File: config.mk
export PLATFORM = sky130hd
export DESIGN_NAME = spi_frame_bridge
export DESIGN_NICKNAME = d
export VERILOG_FILES = /design/src/rtl/spi_frame_pkg.sv /design/src/rtl/spi_frame_bridge_tx.sv /design/src/rtl/spi_frame_bridge.sv
export SDC_FILE = /design/constraint.sdc
export NUM_CORES = 1
export LEC_CHECK = 0
export CORE_ASPECT_RATIO = 0.9
export CORE_MARGIN = 10
export CORE_UTILIZATION = 51
export DETAILED_ROUTE_END_ITERATION = 10
export PLACE_DENSITY = 0.89
export SYNTH_ARGS = -nofsm -noshare
export SYNTH_HDL_FRONTEND = slang
export SYNTH_SLANG_ARGS = --single-unit
File: constraint.sdc
create_clock -name clk -period 2.25 [get_ports clk]
set_input_delay 0.45 -clock clk [delete_from_list [all_inputs] [get_ports clk]]
set_output_delay 0.45 -clock clk [all_outputs]
set_load 0.01 [all_outputs]
File: src/rtl/spi_frame_pkg.sv
// Shared types and constants for the serial frame bridge.
// State encoding, default command codes and the bit-counter width helper.
package spi_frame_pkg;

    typedef enum logic [2:0] {
        IDLE,
        SHIFT,
        WR_REQ,
        RD_REQ,
        RD_WAIT,
        TX,
        DRAIN
    } state_t;

    localparam logic [7:0] DEF_CMD_WR = 8'hFF;
    localparam logic [7:0] DEF_CMD_RD = 8'h0F;

    // Counter must hold FRAME_W+1 (the optional parity bit) without wrapping.
    function automatic int cnt_width(input int frame_w);
        return $clog2(frame_w + 2);
    endfunction

endpackage

File: src/rtl/spi_frame_bridge_tx.sv
// Read-data serialiser: loads a DATA_W word and emits it LSB-first.
// With SPI_FRAME_PARITY_EN defined an even-parity bit follows the data bits.
module spi_tx_shifter #(
    parameter int DATA_W = 32
) (
    input  logic              clk,
    input  logic              rst_n,
    input  logic              load,
    input  logic [DATA_W-1:0] data,
    input  logic              shift,
    output logic              bit_out,
    output logic              last
);

`ifdef SPI_FRAME_PARITY_EN
    localparam int TX_BITS = DATA_W + 1;
`else
    localparam int TX_BITS = DATA_W;
`endif
    localparam int CW = $clog2(TX_BITS + 1);

    logic [DATA_W-1:0] sreg;
    logic [CW-1:0]     cnt;
`ifdef SPI_FRAME_PARITY_EN
    logic              par;
`endif

    always_ff @(posedge clk or negedge rst_n) begin
        if (!rst_n) begin
            sreg <= '0;
            cnt  <= '0;
`ifdef SPI_FRAME_PARITY_EN
            par  <= 1'b0;
`endif
        end else if (load) begin
            sreg <= data;
            cnt  <= '0;
`ifdef SPI_FRAME_PARITY_EN
            par  <= ^data;
`endif
        end else if (shift) begin
            sreg <= sreg >> 1;
            cnt  <= cnt + CW'(1);
        end
    end

`ifdef SPI_FRAME_PARITY_EN
    assign bit_out = (cnt == CW'(DATA_W)) ? par : sreg[0];
`else
    assign bit_out = sreg[0];
`endif
    assign last = (cnt == CW'(TX_BITS - 1));

endmodule

File: src/rtl/spi_frame_bridge.sv
// Serial frame to parallel bus bridge: {cmd, addr, data} frames become bus writes or reads.
// Optional trailing even-parity bit on frames and read data when SPI_FRAME_PARITY_EN is defined.
module spi_frame_bridge
    import spi_frame_pkg::*;
#(
    parameter int                DATA_W = 32,
    parameter int                ADDR_W = 24,
    parameter int                CMD_W  = 8,
    parameter logic [CMD_W-1:0]  CMD_WR = {CMD_W{1'b1}},
    parameter logic [CMD_W-1:0]  CMD_RD = CMD_W'(DEF_CMD_RD)
) (
    input  logic              clk,
    input  logic              rst_n,
    input  logic              cs,
    input  logic              sdi,
    output logic              sdo,
    output logic              wr_valid,
    input  logic              wr_ready,
    output logic [ADDR_W-1:0] wr_addr,
    output logic [DATA_W-1:0] wr_data,
    output logic              rd_valid,
    input  logic              rd_ready,
    output logic [ADDR_W-1:0] rd_addr,
    input  logic [DATA_W-1:0] rd_rdata,
    input  logic              rd_rvalid,
    output logic              frame_err,
    output logic              cmd_err,
    output logic              busy
);

    localparam int FRAME_W = DATA_W + ADDR_W + CMD_W;
`ifdef SPI_FRAME_PARITY_EN
    localparam int NBITS = FRAME_W + 1;
`else
    localparam int NBITS = FRAME_W;
`endif
    localparam int CNT_W = cnt_width(FRAME_W);

    state_t             state, state_nx;
    logic [FRAME_W-1:0] shreg;
    logic [CNT_W-1:0]   cnt;
    logic               frame_done;
    logic [CMD_W-1:0]   cmd;
    logic               par_ok;
    logic               frame_err_nx, cmd_err_nx;
    logic               tx_load, tx_bit, tx_last;

    assign frame_done = (cnt == CNT_W'(NBITS));
    assign cmd        = shreg[FRAME_W-1 -: CMD_W];

`ifdef SPI_FRAME_PARITY_EN
    logic par_bit;
    assign par_ok = ~((^shreg) ^ par_bit);
`else
    assign par_ok = 1'b1;
`endif

    always_ff @(posedge clk or negedge rst_n) begin
        if (!rst_n) state <= IDLE;
        else        state <= state_nx;
    end

    // Frame capture; bits arriving after the frame is complete are never shifted.
    always_ff @(posedge clk or negedge rst_n) begin
        if (!rst_n) begin
            shreg     <= '0;
            cnt       <= '0;
            frame_err <= 1'b0;
            cmd_err   <= 1'b0;
`ifdef SPI_FRAME_PARITY_EN
            par_bit   <= 1'b0;
`endif
        end else begin
            frame_err <= frame_err_nx;
            cmd_err   <= cmd_err_nx;
            if (state == IDLE && cs) begin
                shreg <= {sdi, shreg[FRAME_W-1:1]};
                cnt   <= CNT_W'(1);
            end else if (state == SHIFT && cs && !frame_done) begin
`ifdef SPI_FRAME_PARITY_EN
                if (cnt == CNT_W'(FRAME_W)) par_bit <= sdi;
                else                        shreg   <= {sdi, shreg[FRAME_W-1:1]};
`else
                shreg <= {sdi, shreg[FRAME_W-1:1]};
`endif
                cnt <= cnt + CNT_W'(1);
            end
        end
    end

    always_comb begin
        state_nx     = state;
        frame_err_nx = 1'b0;
        cmd_err_nx   = 1'b0;
        case (state)
            IDLE:    if (cs) state_nx = SHIFT;
            SHIFT: begin
                if (frame_done) begin
                    if (!par_ok) begin
                        frame_err_nx = 1'b1;
                        state_nx     = DRAIN;
                    end else if (cmd == CMD_WR) begin
                        state_nx = WR_REQ;
                    end else if (cmd == CMD_RD) begin
                        state_nx = RD_REQ;
                    end else begin
                        cmd_err_nx = 1'b1;
                        state_nx   = DRAIN;
                    end
                end else if (!cs) begin
                    frame_err_nx = 1'b1;
                    state_nx     = IDLE;
                end
            end
            WR_REQ:  if (wr_ready) state_nx = DRAIN;
            RD_REQ:  if (rd_ready) state_nx = RD_WAIT;
            RD_WAIT: begin
                if (!cs)            state_nx = DRAIN;
                else if (rd_rvalid) state_nx = TX;
            end
            TX: begin
                if (!cs) begin
                    frame_err_nx = 1'b1;
                    state_nx     = IDLE;
                end else if (tx_last) begin
                    state_nx = DRAIN;
                end
            end
            DRAIN:   if (!cs) state_nx = IDLE;
            default: state_nx = IDLE;
        endcase
    end

    always_comb begin
        wr_valid = (state == WR_REQ);
        rd_valid = (state == RD_REQ);
        busy     = (state != IDLE);
        sdo      = (state == TX) && cs && tx_bit;
        tx_load  = (state == RD_WAIT) && cs && rd_rvalid;
    end

    assign wr_addr = shreg[DATA_W +: ADDR_W];
    assign wr_data = shreg[DATA_W-1:0];
    assign rd_addr = shreg[DATA_W +: ADDR_W];

    spi_tx_shifter #(.DATA_W(DATA_W)) u_tx (
        .clk     (clk),
        .rst_n   (rst_n),
        .load    (tx_load),
        .data    (rd_rdata),
        .shift   (state == TX),
        .bit_out (tx_bit),
        .last    (tx_last)
    );

endmodule

==> run_results.csv <==
group,metric,value,unit
routing,drt_first_pass_iters,4,
clocking,clkSinkCount,114,
routing,drtIter0Drc,244,
worst_setup_path,crit_type,"flop to output port",
clocking,numCtsBuffers,17,
floorplan,die_x,130,µm
clocking,cts_tree,"done",
global_routing,grt_max_degree,71,
worst_setup_path,crit_path_end_kind,"output port",
routing,vias,3701,
power,power-per-cell-area,1170,mW/mm²
clocking,clk_latency,0.41,ns
timing,tightest_slew,0.578,ns
yosys,syn_area,0.00557,mm²
floorplan,io_pins,125,
placement,gp_congestion,0.872,
global_routing,grt_pass1_wl,19.1,mm
worst_setup_path,cp-start-kind,"flop",
yosys,yosys.area_share.simple,0.0819,
floorplan,rows,36,
worst_setup_path,worst-path-max-fanout,13,
clocking,path_clk_slew,0.06,ns
yosys,netlist_top_cells_area,"dfrtp_1, mux2_2, buf_4, mux2i_1, o21ai_0",
global_routing,gr-total-overflow,0,
worst_setup_path,cp_data_required_time,1.80,ns
cells_and_area,insertedDiodeCount,0,
worst_setup_path,reg2reg_to,"state[2]",
power,ir_drop,645,µV
worst_setup_path,critPathArrivalTime,1.73,ns
yosys,synthAdderAreaFrac,0.00674,
clocking,htree_levels,4,
global_routing,gr-usage-all-layers,0.153,
yosys,synth-edff-count,0,
worst_setup_path,r2r_slack,0.22,ns
timing,finalCriticalPeriod,2.18,ns
yosys,yosys.area.top_type,"dfrtp_1",
placement,port_buffers,124,
routing,antenna_left,0,
routing,totalWireLength,11.7,mm
worst_setup_path,r2r-start,"cnt[0]",
floorplan,die_h,119,µm
placement,placed_area,0.00642,mm²
worst_setup_path,r2r_cells,6,
timing,slew_headroom,0.611,
cells_and_area,final_cell_area,0.00710,mm²
yosys,seq_area_frac_synth,0.512,
yosys,synth_top_area_frac,0.512,
yosys,synth_xor_area_frac,0.00786,
yosys,syn_inst,490,
yosys,yosysMostFrequentCell,"dfrtp_1",
yosys,synth_flop_cell,"dfrtp_1",
run_status,outcome,"complete, no violations",
cells_and_area,drive_gt1_frac,0.220,
routing,routedWlPerCell,16.8,µm
yosys,synth_cell_types,46,
power,total_leakage_power,3.25,nW
timing,fin_crit_sh,0.967,
timing,final_max_slew_viol_count,0,
yosys,syn_nets,532,
timing,fmax,460,MHz
placement,hpwlAfterDp,8.08,mm
global_routing,grt_pass1_vias,3977,
clocking,clock-root-buffer,"clkbuf_16",
cells_and_area,fin_cells,693,
timing,holdWs,0.495,ns
floorplan,start_util,0.518,
yosys,ys_warn_count,0,
yosys,synthArstFlopShare,1.00,
routing,drc,0,
yosys,synth_top_family_by_area,"multiplexers",
cells_and_area,fin_nets,589,
yosys,avgSynthCellArea,11.4,µm²
timing,setup_viol,0,
yosys,synth.mux.area_fraction,0.187,
floorplan,die_area,0.0155,mm²
yosys,synth_compound_area_frac,0.0712,
yosys,netlist_top_cells_count,"dfrtp_1, buf_4, mux2_2",
timing,fin_skew,0.00906,ns
global_routing,antenna_found_initial,0,
power,power.total,8.33,mW
clocking,clockBufferDepth,2,
min_path,hp-class,"primary input to asynchronous set/reset pin",
yosys,ys_ff_latch,114,
placement,post-place-cells,658,
routing,viasPerCell,5.34,
floorplan,coreArea,0.0108,mm²
run,drv_cap,0,
cells_and_area,syn2layout_area_growth,27.4,%
timing,hold_viol,0,
## per-stage QoR
step,worst slack (ns),TNS [ns],util
2_1_floorplan,0.289,0,-
3_3_place_gp,0.0667,0,0.596
3_5_place_dp,0.0237,0,0.596
4_1_cts,0.0153,0,0.655
5_1_grt,-0.00606,-0.00606,0.660
6_report,0.0746,0,0.660
## cells by family (layout without fill, tap and decap cells)
kind of cell	Yosys count	in the layout
mux	96	96
fa+ha+maj	3	3
xor+xnor	5	5
compound gates	68	68
buf+inv	112	182
simple gates	92	92
flops	114	114
## worst max-delay path by stage
stage,startpoint,to
after floorplan,cnt[0],shreg[0]
after global placement,cs,sdo
after detailed placement,cs,shreg[36]
after CTS,state[0],rd_valid
after global routing,state[2],busy
final,state[2],busy
## per-layer routing
layer / up-vias / wire length (µm) / GRT usage
li1: 1735 / - / -
met1: 1826 / 4720 / 0.169
met2: 119 / 5770 / 0.252
met3: 21 / 994 / 0.0639
met4: 0 / 191 / 0.0660
met5: - / 0 / 0
## what timing repair did
action,in CTS,in global routing
endpoints found under the hold margin,23,0
resized for setup,3,5
gates cloned,0,1
setup endpoints to repair,4,67
buffers inserted,0,1
hold buffers,1,0
## layout by cell type, fill, tap and decap left out, drive strengths merged, types with 6 or more instances in the layout
cell             n
buf             16
o21ai           40
dfrtp          114
nand3            6
nor2            12
a21oi            9
mux2i           32
nand2           43
clkdlybuf4s50  120
mux2            64
inv              9
clkbuf          23
## registers in the layout (all words and copies together), names as in the netlist
| register | count |
|---|---|
| cnt | 7 |
| state | 3 |
| cmd_err | 1 |
| u_tx.sreg | 32 |
| u_tx.cnt | 6 |
| shreg | 64 |
| frame_err | 1 |
## critical path, stage by stage (launching register included)
cell	delay [ns]
dfrtp_2	0.50
inv_1	0.15
nand3_1	0.12
clkdlybuf4s50_1	0.54
## power by group
| part | internal [mW] | switching, mW |
|---|---|---|
| registers | 2.63 | 0.459 |
| logic | 1.33 | 1.16 |
| clock network | 1.85 | 0.908 |
| total | 5.81 | 2.53 |
## final cells by class
type / instances / area [µm²]
Multi-Input combinational cell: 264 / 2000
Fill cell: 790 / 3660
Clock inverter: 10 / 130
Clock buffer: 22 / 484
Sequential cell: 114 / 2860
Tap cell: 133 / 166
Timing Repair Buffer: 141 / 1430
Inverter: 9 / 33.8
Note: power is estimated with default switching activity, not from simulation.
